==> config.mk <==
export PLATFORM = sky130hd
export DESIGN_NAME = cache_arbiter
export DESIGN_NICKNAME = d
export VERILOG_FILES = /design/src/rtl/cache_arbiter_pkg.sv /design/src/rtl/cache_arbiter.sv
export SDC_FILE = /design/constraint.sdc
export NUM_CORES = 1
export LEC_CHECK = 0
export ABC_AREA = 1
export CORE_AREA = 2 2 540 542
export DETAILED_ROUTE_END_ITERATION = 10
export DIE_AREA = 0 0 542 544
export SLEW_MARGIN = 5
export SYNTH_ARGS = -nofsm -noshare
export SYNTH_HDL_FRONTEND = slang
export SYNTH_SLANG_ARGS = --single-unit
export TNS_END_PERCENT = 30
==> constraint.sdc <==
create_clock -name clk -period 1.6 [get_ports clk]
set_input_delay 0.16 -clock clk [delete_from_list [all_inputs] [get_ports clk]]
set_output_delay 0.16 -clock clk [all_outputs]
set_load 0.02 [all_outputs]
==> src/rtl/cache_arbiter_pkg.sv <==
// ----------------------------------------------------------------------------
// rv32i_types
//
// Shared type package for the memory subsystem. This file carries the pieces
// used by the cache arbiter:
//   - cache_arb_state_t : arbiter FSM states
//   - CACHE_LINE_W      : cacheline width in bits
// ----------------------------------------------------------------------------
package rv32i_types;

    localparam int CACHE_LINE_W = 256;

    typedef enum logic [1:0] {
        IDLE       = 2'd0,
        SERVE_I    = 2'd1,
        SERVE_D_RD = 2'd2,
        SERVE_D_WR = 2'd3
    } cache_arb_state_t;

endpackage : rv32i_types

==> src/rtl/cache_arbiter.sv <==
// ----------------------------------------------------------------------------
// cache_arbiter
//
// Shares the single cacheline-adapter port between the I-cache and D-cache.
// One requester is granted at a time; its address (and write data for a
// writeback) is captured at grant and held until the adapter's pmem_resp.
// The response pulse is steered only to the granted cache. All pmem_* outputs
// are registered, so no combinational path runs from cache requests to them.
//
// Ports:
//   clk, rst               clock, synchronous active-high reset
//   instr_read/instr_addr  I-cache line read request
//   instr_mem_resp         I-cache completion pulse
//   instr_cacheline        read data to I-cache (pmem_rdata passthrough)
//   data_read/data_write   D-cache read / writeback request (mutually exclusive)
//   data_addr              D-cache line address
//   data_mem_wdata         D-cache writeback data
//   data_mem_resp          D-cache completion pulse
//   data_cacheline         read data to D-cache (pmem_rdata passthrough)
//   pmem_rdata, pmem_resp  adapter read data and done pulse
//   pmem_read, pmem_write  adapter strobes (registered)
//   pmem_address           address captured at grant
//   pmem_wdata             write data captured at writeback grant
//
// Configuration:
//   CACHE_ARB_ROUND_ROBIN_EN  when defined, simultaneous I/D requests in IDLE
//                             alternate using a last-grant flop; otherwise the
//                             D-cache always wins.
// ----------------------------------------------------------------------------
module cache_arbiter
    import rv32i_types::*;
#(
    parameter int LINE_W = CACHE_LINE_W,
    parameter int ADDR_W = 32
) (
    input  logic              clk,
    input  logic              rst,

    input  logic              instr_read,
    input  logic [ADDR_W-1:0] instr_addr,
    output logic              instr_mem_resp,
    output logic [LINE_W-1:0] instr_cacheline,

    input  logic              data_read,
    input  logic              data_write,
    input  logic [ADDR_W-1:0] data_addr,
    input  logic [LINE_W-1:0] data_mem_wdata,
    output logic              data_mem_resp,
    output logic [LINE_W-1:0] data_cacheline,

    input  logic [LINE_W-1:0] pmem_rdata,
    input  logic              pmem_resp,
    output logic              pmem_read,
    output logic              pmem_write,
    output logic [ADDR_W-1:0] pmem_address,
    output logic [LINE_W-1:0] pmem_wdata
);

    cache_arb_state_t state;

    logic data_req;
    logic grant_data;

    assign data_req = data_read | data_write;

`ifdef CACHE_ARB_ROUND_ROBIN_EN
    // 1 = D-cache received the most recent grant, 0 = I-cache.
    logic last_grant_data;

    // On a tie, hand the port to whichever cache did not get it last time.
    always_comb begin
        grant_data = data_req;
        if (data_req && instr_read) begin
            grant_data = ~last_grant_data;
        end
    end
`else
    always_comb begin
        grant_data = data_req;
    end
`endif

    // Single FSM: state, strobes and captured address/data move together.
    always_ff @(posedge clk) begin
        if (rst) begin
            state        <= IDLE;
            pmem_read    <= 1'b0;
            pmem_write   <= 1'b0;
            pmem_address <= '0;
            pmem_wdata   <= '0;
`ifdef CACHE_ARB_ROUND_ROBIN_EN
            last_grant_data <= 1'b0;
`endif
        end else begin
            case (state)
                IDLE: begin
                    if (data_req || instr_read) begin
                        pmem_address <= grant_data ? data_addr : instr_addr;
`ifdef CACHE_ARB_ROUND_ROBIN_EN
                        last_grant_data <= grant_data;
`endif
                        // data_write takes precedence if both D strobes are
                        // (illegally) high together.
                        if (grant_data && data_write) begin
                            state      <= SERVE_D_WR;
                            pmem_write <= 1'b1;
                            pmem_wdata <= data_mem_wdata;
                        end else if (grant_data) begin
                            state     <= SERVE_D_RD;
                            pmem_read <= 1'b1;
                        end else begin
                            state     <= SERVE_I;
                            pmem_read <= 1'b1;
                        end
                    end
                end
                default: begin
                    // No abort path: a dropped request still runs to pmem_resp.
                    if (pmem_resp) begin
                        state      <= IDLE;
                        pmem_read  <= 1'b0;
                        pmem_write <= 1'b0;
                    end
                end
            endcase
        end
    end

    // Response steering: only the granted cache sees the done pulse; a
    // pmem_resp arriving while IDLE reaches nobody.
    assign instr_mem_resp  = pmem_resp & (state == SERVE_I);
    assign data_mem_resp   = pmem_resp & ((state == SERVE_D_RD) || (state == SERVE_D_WR));
    assign instr_cacheline = pmem_rdata;
    assign data_cacheline  = pmem_rdata;

    a_data_rw_exclusive: assert property (@(posedge clk) disable iff (rst)
        !(data_read && data_write));

endmodule : cache_arbiter

# ---- Yosys cells after proc, flatten, opt, wreduce, memory -nomap -nowiden
# Cells that the tools add are included.
dict set report totals {
  regBits 292
  out_inout_bits 804
  input_bits 582
  elab_cells 37
}
dict set report classes {
  n_eq_ne 6
  n_reduce_logical 10
  bitwise 3
  mux 13
}
# operator n
set op_table {}
lappend op_table {{32-bit 2-to-1 mux} 1}
lappend op_table {{2-bit 2-to-1 mux} 5}
lappend op_table {{3-bit AND reduction} 3}
lappend op_table {{1-bit 2-to-1 mux} 7}
lappend op_table {{2-bit != test (second input constant)} 3}
lappend op_table {{2-bit equality test (second input constant)} 2}
lappend op_table {{2-bit AND reduction} 2}
lappend op_table {{1-bit AND} 2}
lappend op_table {{2-bit by 1-bit equality test with 1-bit output (second input constant)} 1}
lappend op_table {{2-bit zero test} 1}
lappend op_table {{1-bit logical OR} 2}
lappend op_table {{2-bit nonzero test} 1}
lappend op_table {{1-bit logical AND} 1}
lappend op_table {{1-bit OR} 1}

# ---- Logic depth before layout (Yosys ltp)
# Gate-level depths: netlist of the first run.
dict set report depth {
  depth_word 5
  mapped_depth 7
  depth_no_buf 6
}

# ---- Worst setup path before layout of the first run
# OpenSTA, ideal clock, no wires.
dict set report synth_timing {
  path_kind {reg2reg}
  from {register state[1]}
  to {register pmem_wdata[226]}
  setup_ps 116
  period_less_slack_ps 1209
  n_path_buf 2
  path_stages_with_launch 7
  slack_ps 391
  t_arrival_ps 1093
  required_time_ps 1484
  cell_sequence {dfxtp_1 > nor2_4 > nand2_4 > buf_4 > clkbuf_1 > o21ai_0 > nor2_1}
}
dict set report synth_via {
  elab_chain_len 2
}
# element line_no
set synth_rtl {}
lappend synth_rtl {{from (decl)} cache_arbiter.sv:59} ;# cache_arb_state_t state;
lappend synth_rtl {{from (signal assigned)} cache_arbiter.sv:86} ;# state <= IDLE;
lappend synth_rtl {{from (signal assigned)} cache_arbiter.sv:105} ;# state <= SERVE_D_WR;
lappend synth_rtl {{from (signal assigned)} cache_arbiter.sv:109} ;# state <= SERVE_D_RD;
lappend synth_rtl {{2-bit zero test} cache_arbiter.sv:95} ;# case (state)
lappend synth_rtl {{3-bit AND reduction (no line)} -}
lappend synth_rtl {{to (signal assigned)} cache_arbiter.sv:107} ;# pmem_wdata <= data_mem_wdata;
lappend synth_rtl {{to (decl)} cache_arbiter.sv:56} ;# output logic [LINE_W-1:0] pmem_wdata
# Every way passes these cells.
# A chain may end at the register's enable or synchronous reset.

# ---- Final worst setup path of the first run
dict set report layout_timing {
  from {register state[1]}
  to {output instr_mem_resp}
}
dict set report layout_via {
  elab_chain_len 2
}
# element line_no
set layout_rtl {}
lappend layout_rtl {{2-bit by 1-bit equality test with 1-bit output} cache_arbiter.sv:131} ;# assign instr_mem_resp = pmem_resp & (state == SERVE_I);
lappend layout_rtl {{1-bit AND} cache_arbiter.sv:131}
lappend layout_rtl {{to (decl)} cache_arbiter.sv:41} ;# output logic instr_mem_resp,
# Every way passes these cells.

==> metrics.cfg, run 1 <==
[worst_setup_path]
startpoint=state[1]
arrival_ps=1460
r2r-start=state[1]
rrSetupSlack_ps=20
crit_path_start_kind=flop
criticalPathCategory=flop to output port
worst-path-max-fanout=3
r2r-end=pmem_wdata[62]
reg2reg_depth=6
crit_required_ps=1440
cp-end-kind=output port

[floorplan]
initial_core_util=0.0494
die-width_um=542
io_pins=1386
die-area_um2=295000
core_area_um2=289000
fp.dieH_um=544
rows=198

[logic_synthesis]
synthMuxAreaShare=0
yosys_warnings=0
ys_seq_elements=292
yosys.area_share.simple=0.183
synthDistinctLibCells=21
synth_compound_area_frac=0.103
synth_xor_area_frac=0
synth_top_family_by_area=buffers and inverters
syn_avg_cell_area_um2=7.54
seq_area_frac_synth=0.409
synth_adder_area_share=0
synth_fp_nets=2477
syn_inst=1895
syn-cell-area_um2=14300

[clock_tree]
clk_pin_slew_ps=60
cts_sinks=292
h-tree-depth=2
cts_root_buffer=clkbuf_16
post_cts_buffers=0
ctsLongestPathBuffers=3
clk_latency_ps=670
cts_made_buffers=43
cts_tree=built

[power_and_ir_drop]
vdd_drop_max_mv=0.840
p_leak_nw=8.36
power-per-cell-area_nw_per_um2=1210

[placement]
portBuffers=617
place_hpwl_um=190000
place_congestion=0.943
dp_cells=5810

[timing]
slew_headroom=0.734
timing.fmax_mhz=616
worstMarginPinSlew_ps=399
drv_slew=0
finalCritPeriodShare=1.01
fin_hold_ws_ps=104
hold_viol_final=0
skew_ps=26.5
setup_violations=1
setup_ws_ps=-23.0
rsz0062_at_grt=true
min_period_ps=1620

[global_routing]
grt_pass1_vias=12300
grt_antenna_before_repair=113
grtUsageTotal=0.133
grt_overflow=0
grt_max_degree=67
grt_pass1_wl_um=231000

[drt]
dr_total_vias=13500
drt-total-wl_um=204000
vias_per_cell=2.29
drt_iter0_drc=782
drtAntennaViolNets=0
drc=0
drt-pass1-iter-count=7
wl_per_cell_um=34.6

[cells_and_area]
synthToLayoutAreaGrowth_pct=62.2
fillCellCount=33900
drive_gt1_frac=0.206
regArea_um2=5850
postLayoutCoreUtil=0.0801
instances_no_fill=5903
multi_input_area_um2=4110
nets=2638

[min_path]
hold_path.class=input port to flop
holdCritStartpoint=data_mem_wdata[39]
min_to=pmem_wdata[39]
whs_path_depth=3

[run]
cap_violations=0

[status]
failed_checks=negative setup slack
status=finished with violations

[report_power, final]
group,total [mW],internal [mW],switching (mW)
combinational,8.66,3.18,5.48
clock,10.5,6.08,4.43
sequential,8.89,8.30,0.589
total,28.1,17.6,10.5
[cell usage in the layout (no fill, tap or decap), types with 6 or more instances in the layout]
| cell | n |
|---|---|
| buf_4 | 236 |
| clkbuf_16 | 45 |
| buf_2 | 22 |
| clkinv_2 | 6 |
| o21ai_0 | 255 |
| nor2_1 | 577 |
| o21ai_1 | 33 |
| buf_12 | 32 |
| nand2_1 | 103 |
| diode_2 | 15 |
| clkdlybuf4s15_2 | 42 |
| clkdlybuf4s50_1 | 325 |
| buf_6 | 6 |
| dfxtp_1 | 290 |
| dlygate4sd2_1 | 40 |
| clkdlybuf4s15_1 | 18 |
| clkbuf_8 | 6 |
[through the flow]
step | power [mW] | worst slack (ps) | area (µm²) | TNS, ps
3_3_place_gp | 18.1 | -270 | 21700 | -22500
5_1_grt | 29.6 | -116 | 23200 | -201
2_1_floorplan | 14.1 | 391 | 14300 | 0
4_1_cts | 28.8 | -118 | 23200 | -203
6_report | 28.1 | -23.0 | 23200 | -23.0
3_5_place_dp | 18.1 | -267 | 21700 | -27350
[cell usage after synthesis]
cell type	instances	area (µm²)
clkbuf_4	1	7.51
nand3_1	3	15.0
inv_1	6	22.5
buf_2	25	125
o21ai_2	1	8.76
a21oi_1	4	20.0
nand2_2	1	6.26
buf_1	1	3.75
inv_2	3	11.3
clkbuf_2	11	55.1
dfxtp_1	292	5850
nor2_1	578	2170
clkinv_1	1	3.75
o21ai_0	274	1370
nand2_1	103	387
nand2_4	1	11.3
buf_4	530	3980
nor3_1	2	10.0
clkbuf_1	43	161
nor2_4	1	11.3
o21ai_1	14	70.1
[layout make-up]
class                      count  share of cell area
multi-input combinational    982               0.177
antenna                       15             0.00162
inverter                      10             0.00227
clock inverter                22              0.0113
clock buffer                  55              0.0528
timing repair buffer         727               0.297
sequential                   292               0.252
tap                         3800               0.205
[cells by family (layout without fill, tap and decap cells)]
logic type / after synthesis / after routing
AO/OA/AOI/OAI: 293 / 293
buffers and inverters: 621 / 814
flip-flops: 292 / 292
other: 0 / 15
AND/OR/NAND/NOR: 689 / 689
[per-layer routing]
layer | part of all wire | vias to the layer above | track usage
li1 | - | 5791 | -
met1 | 0.26 | 5589 | 0.0977
met2 | 0.37 | 1593 | 0.177
met3 | 0.31 | 518 | 0.189
met4 | 0.059 | 14 | 0.0673
met5 | 0.0023 | - | 0.0101
[state kept, by name, indices dropped and copies added, names as in the netlist]
register      flops
pmem_wdata      256
pmem_address     32
state             2
pmem_read         1
pmem_write        1
[timing repair]
| item | in CTS | in global routing |
|---|---|---|
| hold buffers | 1 | 0 |
| pin swaps | 1 | 0 |
| gates resized for setup | 326 | 33 |
| endpoints found under the hold margin | 1 | 0 |
| setup endpoints to repair | 135 | 37 |
[critical path, stage by stage (launching register included)]
cell and delay, ps:
dfxtp_2 340, buf_6 120, nor3_2 90, buf_4 140, buf_12 100
[worst max-delay path by stage]
| stage | to | slack, ps | cells after the start |
|---|---|---|---|
| floorplan | pmem_wdata[226] | 390 | 6 |
| global placement | pmem_wdata[26] | -270 | 7 |
| detailed placement | pmem_wdata[67] | -270 | 7 |
| CTS | instr_mem_resp | -120 | 4 |
| global route | instr_mem_resp | -120 | 4 |
| finish | instr_mem_resp | -20 | 4 |
(Power assumes the default switching activity.)
==> run 2, diff against run 1 <==
Settings changed: GPL_TIMING_DRIVEN set to 0.
==> run 2 against run 1 <==
Clock skew rose by 15 ps. Largest cell class unchanged. Final cell count up 19%. Critical endpoint is now pmem_wdata[56]. Setup slack got worse by 86 ps. Highest routed layer unchanged. Core utilization up 3.6 points. The run still ends with negative setup slack left. Maximum frequency fell by 5.1%.
==> metrics.cfg, run 2 (synthesis results as in run 1) <==
[timing]
finalCritPeriodShare=1.07
setup_ws_ps=-109
drv_slew=0
hold_viol_final=0
timing.fmax_mhz=585
rsz0062_at_grt=true
worstMarginPinSlew_ps=978
setup_violations=169
skew_ps=41.1
min_period_ps=1710
fin_hold_ws_ps=70.0
slew_headroom=0.346

[cells_and_area]
postLayoutCoreUtil=0.116
final_cell_mix=836 x clkdlybuf4s50_1, 582 x buf_4, 532 x nor2_1
final_common_cell=clkdlybuf4s50_1
top_regs=pmem_wdata: 256 flops, pmem_address: 32 flops, state: 2 flops
largest_reg_flops=256
nets=3718
drive_gt1_frac=0.320
synthToLayoutAreaGrowth_pct=136
postLayoutCellArea_um2=33700
instances_no_fill=7010
top_register=pmem_wdata

[status]
failed_checks=negative setup slack
status=finished with violations

[worst_setup_path]
crit_required_ps=2220
cp-end-kind=flop
crit_path_start_kind=flop
criticalPathCategory=flop to flop
worst-path-max-fanout=9
rrSetupSlack_ps=-110
r2r-start=state[1]
arrival_ps=2330
r2r-end=pmem_wdata[56]
reg2reg_depth=10
startpoint=state[1]

[placement]
place_congestion=0.947
portBuffers=1129
dp_cells=6825
pre_cts_slack_ps=-2450
place_hpwl_um=204000
postPlaceCellArea_um2=30400

[min_path]
min_to=pmem_read
holdCritStartpoint=rst
whs_path_depth=2
hold_path.class=input port to flop

[clock_tree]
cts_sinks=292
ctsLongestPathBuffers=3
cts_made_buffers=44
cts_tree=built
clk_latency_ps=680
h-tree-depth=2
clk_pin_slew_ps=60
cts_root_buffer=clkbuf_16

[power_and_ir_drop]
p_leak_nw=13.8
vdd_drop_max_mv=0.788
power-per-cell-area_nw_per_um2=1020

[drt]
drt-pass1-iter-count=5
drc=0
drt-total-wl_um=224000
dr_total_vias=18300
drtAntennaViolNets=0
vias_per_cell=2.61
wl_per_cell_um=32.0
drt_iter0_drc=1440

[floorplan]
die-width_um=542
core_area_um2=289000
rows=198
io_pins=1386
fp.dieH_um=544
initial_core_util=0.0494
die-area_um2=295000

[global_routing]
gr-usage-met1=0.162
grt_overflow=0
grt_pass1_wl_um=257000
grt_busiest_layer=met2
grtUsageTotal=0.145
use_met2=0.216
grt_max_degree=14
use_met3=0.0999
grt_antenna_before_repair=119
grt_pass1_vias=17100

[run]
cap_violations=0

## run 2: cell count changes in the layout (fill, tap and decap cells not counted), sizes merged, moves of 6 or more
cell / change
buf: +406
clkbuf: +110
clkdlybuf4s15: -59
clkdlybuf4s50: +511
clkinvlp: +6
diode: +24
dlygate4sd2: +94
dlymetal6s2s: +14
## run 2: routing by layer
| layer | wire [µm] | part of all wire |
|---|---|---|
| met5 | 291 | 0.0013 |
| met4 | 8870 | 0.039 |
| met3 | 38100 | 0.17 |
| met2 | 92900 | 0.41 |
| met1 | 84300 | 0.38 |
## run 2: report_power, final
group	internal (mW)	switching (mW)	total (mW)
clock	6.37	4.78	11.2
sequential	8.31	0.660	8.97
combinational	5.79	8.48	14.3
total	20.5	13.9	34.4
## run 2: timing repair
item | CTS | global route
hold endpoints to repair | 0 | 0
hold buffers | 0 | 0
setup buffers | 25 | 19
endpoints found under the setup margin | 582 | 470
cloned | 19 | 10
gates resized for setup | 956 | 360
pin swaps | 45 | 51
## run 2: critical path, cell delays in order, from the launching register on
cell and delay [ps]:
dfxtp_4 350, nor2_4 170, nand2_8 80, buf_16 170
inv_12 100, buf_12 130, buf_16 160, buf_12 130
clkbuf_16 140, nor2_1 40, nor2_1 100
## run 2: layout make-up
type,instances,area (µm²)
tap,3800,4750
antenna,39,97.6
sequential,292,5860
clock inverter,29,390
timing repair buffer,1196,11800
clock buffer,52,1180
multi-input combinational,982,4660
inverter,10,65.1
fill,33500,256000
buffer,610,4860
## run 2: worst max path at each step
stage	to	slack, ps	depth (start not counted)
floorplan	pmem_wdata[226]	390	6
global placement	pmem_wdata[137]	-2940	6
detailed placement	pmem_wdata[137]	-2450	6
CTS	pmem_wdata[233]	-240	1
global route	pmem_wdata[113]	-180	10
finish	pmem_wdata[56]	-110	10
## run 2: stage by stage
stage          power, mW  setup TNS, ps
3_3_place_gp        22.2        -578570
4_1_cts             34.4         -48390
2_1_floorplan       14.1              0
5_1_grt             35.9         -28980
6_report            34.4          -6650
3_5_place_dp        22.2        -351800
==> RTL edit 1, RTL diff (config.mk and constraints of run 1) <==
Reset style: asynchronous (`rst`), changed in one clocked block. Comments in the files are not updated.
--- a/src/rtl/cache_arbiter.sv
+++ b/src/rtl/cache_arbiter.sv
@@ -81,7 +81,7 @@
 `endif
 
     // Single FSM: state, strobes and captured address/data move together.
-    always_ff @(posedge clk) begin
+    always_ff @(posedge clk or posedge rst) begin
         if (rst) begin
             state        <= IDLE;
             pmem_read    <= 1'b0;
Function: not settled (the Yosys comparison gave no result); the edit may change what the design does.
==> RTL edit 1 against run 1 <==
The flow still finishes with violations (setup timing). Synthesized area rose by 10%. Non-clock buffer count rose by 92. Count of clock-buffer cells in the layout grew 1. Sequential cell count stayed put. Wire length is 8.8% lower. Clock skew is 0.078 ns higher. Final area up 12%. Via count is 8.7% higher. Synthesized cell count fell by 0.16%. Setup slack worse by 0.076 ns.
Power is not compared: it rests on default switching activity, and its combinational part moved more than twofold at a synthesized area within 25%.
==> RTL edit 1: results <==
group,metric,value,unit
run_status,status,"finished with violations",
run_status,violations,"setup timing",
routing,avgRoutedWirePerCell,31.05,um
yosys,yosysUniqueCellTypes,18,
yosys,synth_commonest_cells,"nand2_1 (678), buf_4 (515), dfrtp_1 (292)",
global_routing,grt_max_degree,62,
timing,finalClockSkew,0.1042,ns
setup_path,cp.arrival,2.28,ns
timing,setup_viol,151,
global_routing,grt_usage,11.79,%
yosys,yosys-top-cells-area,"dfrtp_1 (46%), buf_4 (24%), nand2_1 (16%)",
worst_hold_path,hp-start,"data_mem_wdata[34]",
yosys,syn_area_per_cell,8.347,um^2
cts,cts_buffers,42,
yosys,synth_warnings,0,
routing,drt_first_pass_iters,6,
placement,dp_cells,5797,
global_routing,grt_pass1_wl,211000,um
timing,relSlewSlack,66.94,%
setup_path,critPathMaxFanout,58,
routing,dr_wl_met2,72650,um
placement,hpwlAfterDp,165000,um
global_routing,antenna_found_initial,100,
routing,detail_route.vias_per_cell,2.447,
global_routing,grt_pass1_vias,13460,
placement,gp_congestion,0.9182,
yosys,ys_seq_area_share,46.27,%
yosys,synth_edf_count,0,
finish,layout.cells.non_filler,5996,
cts,clk_latency,0.69,ns
yosys,async_reset_ff_share,100.0,%
timing,setup_slack,-0.09943,ns
setup_path,crit_slowest_cell,"dfrtp_1",
setup_path,crit_path_start,"state[1]$_DFFE_PP0P_",
routing,met3WireLength,52790,um
routing,wl_met1,48220,um
routing,drt_iter0_markers,1263,
yosys,syn-num-nets,2474,
yosys,synthFlopType,"dfrtp_1",
placement,post-place-ws,0.06458,ns
finish,drive_gt1_share,21.50,%
[RTL edit 1: final timing paths]
kind	end	slack [ns]	depth (start not counted)
min in group asynchronous	pmem_wdata[212]$_DFFE_PP0P_	0.46	4
hold / removal	pmem_wdata[34]$_DFFE_PP0P_	0.05	3
max in group asynchronous	pmem_wdata[138]$_DFFE_PP0P_	0.48	5
setup / recovery	pmem_wdata[244]$_DFFE_PP0P_	-0.1	8
setup reg to reg	pmem_wdata[244]$_DFFE_PP0P_	-0.1	8
hold reg to reg	pmem_wdata[163]$_DFFE_PP0P_	0.47	2
[RTL edit 1: cell families after synthesis]
group	after synthesis	share of synthesized area, %
DFF	292	46.27
AOI/OAI and AO/OA	36	1.149
buffers and inverters	622	27.92
and+or+nand+nor	942	24.66
[RTL edit 1: cell type report]
cell class                 instances  share of cell area [%]
timing repair buffer             819                   31.04
sequential                       292                   28.18
tap                             3800                   18.33
multi-input combinational        980                   16.34
clock buffer                      56                   4.603
clock inverter                    20                   1.153
antenna                           19                  0.1833
inverter                          10                  0.1689
[RTL edit 1: metal layers]
layer | vias up | global-route usage, %
li1 | 5970 | -
met4 | 14 | 6.958
met1 | 6548 | 8.986
met5 | - | 1.250
met3 | 535 | 15.33
met2 | 1608 | 15.87
[RTL edit 1: what timing repair did]
action                                  in CTS  in global routing
pin swaps                                    1                 12
hold buffers                                75                  0
resized for setup                          480                 69
endpoints found under the hold margin       90                  0
cloned                                       0                 17
buffers inserted                             2                 11
endpoints found under the setup margin     171                196
[RTL edit 1: stage by stage]
stage	TNS [ns]	power [mW]	utilization [%]	instance area, um^2	hold slack [ns]
floorplan	-711.07	24.54	-	15800	0.2589
global placement	0	38.00	7.974	23070	0.3203
detailed placement	0	38.14	7.974	23070	0.3203
CTS	-3.338	48.00	8.699	25170	0.00006734
global route	-23.15	52.40	8.954	25910	0.03482
finish	-6.083	49.52	8.962	25930	0.05417
[RTL edit 1: power by group through the flow]
stage                     sequential, mW  combinational, mW  clock [mW]
after detailed placement            13.1               25.1           0
after global routing                13.4               28.0        11.0
after floorplan                     17.0               7.53           0
after global placement              13.0               25.0           0
after CTS                           13.0               24.2        10.8
final                               13.0               26.0        10.4
[RTL edit 1: worst reg2reg max path, stage by stage (launching register included)]
cell,delay [ns]
dfrtp_1,0.39
buf_4,0.15
nor2_4,0.13
buf_12,0.16
buf_12,0.13
nand2_8,0.14
buf_12,0.24
nand2_1,0.21
nand2_1,0.06
==> RTL edit 2, RTL diff (config.mk and constraints of run 1) <==
Without the edit above. The parameter `ADDR_W` goes from 32 to 48.
--- a/src/rtl/cache_arbiter.sv
+++ b/src/rtl/cache_arbiter.sv
@@ -31,7 +31,7 @@
     import rv32i_types::*;
 #(
     parameter int LINE_W = CACHE_LINE_W,
-    parameter int ADDR_W = 32
+    parameter int ADDR_W = 48
 ) (
     input  logic              clk,
     input  logic              rst,
Ports: changed (resized data_addr, instr_addr and pmem_address); port bits go from 1386 to 1434. No check against the original RTL was run, so the function may have changed too.
==> RTL edit 2 against run 1 <==
The run still ends with setup timing left. Wire length grew 13%. Global-route usage grew 1.6 points. Fmax is essentially flat. Setup slack gained 0.0015 ns. Synthesized area grew 6.2%. Final area grew 7.0%. Sequential cell count grew 16. Synthesized cell count grew 6.4%. Power grew 6.2%. Final cell count grew 3.4%. Sequential power grew 5.8%. Clock skew grew 0.053 ns. Largest power group unchanged.
==> RTL edit 2: results <==
group,metric,value,unit
finish,reg_top3,"pmem_wdata: 256 flops, pmem_address: 48 flops, state: 2 flops",
placement,dp_cells,5964,
global_routing,grt_max_degree,85,
placement,place_area,0.02268,mm^2
setup_path,reg2reg_depth,8,
power,p_clk_share,34.7,%
finish,final_util,8.572,%
finish,buffer_area_share,30.54,%
routing,detail_route.vias_per_cell,2.463,
placement,gp_congestion,0.8402,
finish,nClkBuffers,61,
finish,fill_cells,33861,
finish,layout.nets,2869,
finish,n_antenna_cell,12,
placement,io_buffers,665,
routing,avgRoutedWirePerCell,37.84,um
yosys,yosys-top-cells-area,"dfxtp_1 (41%), buf_4 (26%), nor2_1 (15%)",
timing,finalClockSkew,0.07986,ns
finish,seq_area,0.006173,mm^2
yosys,syn-num-nets,2631,
setup_path,cp-end-kind,"flip-flop",
setup_path,r2r-start,"state[0]$_SDFFE_PP0P_",
routing,drt_wl_total,230900,um
power,total_power,29.81,mW
timing,worst_pin_slew,0.3580,ns
timing,setup_viol,12,
global_routing,grt_pass1_vias,13633,
finish,final-clk-cell-share,5.907,%
power,intPower,18.04,mW
timing,setup_slack,-0.02150,ns
run_status,status,"finished with violations",
power,leakage,9.177,nW
timing,setup_tns,-0.1353,ns
global_routing,grt_usage,14.85,%
yosys,yosysUniqueCellTypes,22,
finish,drive_gt1_share,23.44,%
setup_path,critPathMaxFanout,15,
cts,clk_latency,0.74,ns
yosys,synthCells,2017,
global_routing,antenna_found_initial,126,
routing,drt_first_pass_iters,5,
placement,post-place-ws,-0.2794,ns
power,sequentialPowerShare,31.6,%
finish,buffers_excl_clock,811,
power,vdd_drop_max,772.4,uV
cts,clk_path_buf_depth,3,
placement,hpwlAfterDp,211800,um
yosys,ys_seq_area_share,40.62,%
yosys,synth_commonest_cells,"nor2_1 (609), buf_4 (525), dfxtp_1 (308)",
finish,multi_input_area,0.004730,mm^2
global_routing,grt_pass1_wl,258000,um
finish,nMultiInputCombCells,1079,
run_status,violations,"setup timing",
setup_path,r2r-end,"pmem_wdata[126]$_SDFFE_PP0P_",
yosys,ys_seq_elements,308,
cts,cts_buffers,45,
setup_path,cp.arrival,2.21,ns
routing,drt_iter0_markers,865,
-- RTL edit 2: cell types whose count changed after synthesis, moves of 2 or more --
cell,delta
o21ai_0,+23
clkbuf_1,-2
clkbuf_2,+9
nor2_1,+31
dfxtp_1,+16
buf_4,-5
o21ai_1,-7
nand2_1,+48
buf_6,+22
buf_2,-13
-- RTL edit 2: worst min-delay path by stage --
| stage | end | slack, ns | cells after the start | startpoint |
|---|---|---|---|---|
| global placement | instr_cacheline[127] | 0.32 | 0 | pmem_rdata[127] |
| CTS | pmem_wdata[236]$_SDFFE_PP0P_ | 0.0001 | 3 | data_mem_wdata[236] |
| finish | pmem_wdata[101]$_SDFFE_PP0P_ | 0.08 | 3 | data_mem_wdata[101] |
| detailed placement | instr_cacheline[127] | 0.32 | 0 | pmem_rdata[127] |
| global route | pmem_wdata[103]$_SDFFE_PP0P_ | 0.005 | 3 | data_mem_wdata[103] |
| floorplan | pmem_read$_SDFFE_PP0P_ | 0.23 | 1 | rst |
-- RTL edit 2: what timing repair did --
item	4_1_cts	5_1_grt
setup buffers	2	2
hold buffers	33	0
pin swaps	1	27
endpoints found under the hold margin	33	0
gates resized for setup	351	244
gates cloned	0	7
endpoints found under the setup margin	109	168
-- RTL edit 2: worst max-delay path, cell delays in order (launching register included) --
cell	delay, ns
dfxtp_2	0.32
buf_4	0.13
nor2_4	0.11
buf_12	0.16
nand2_8	0.18
buf_4	0.21
buf_4	0.18
o21ai_1	0.18
nor2_1	0.05
-- RTL edit 2: kinds of logic after synthesis --
kind of cell	after synthesis	synth area share (%)
simple gates	769	19.19
buf+inv	631	29.93
compound gates	309	10.26
flops	308	40.62
-- RTL edit 2: routing by layer --
metal,global-route usage [%],part of all wire [%]
met4,6.007,5.0
met2,20.82,39
met3,19.81,28
met5,1.802,0.41
met1,11.35,27
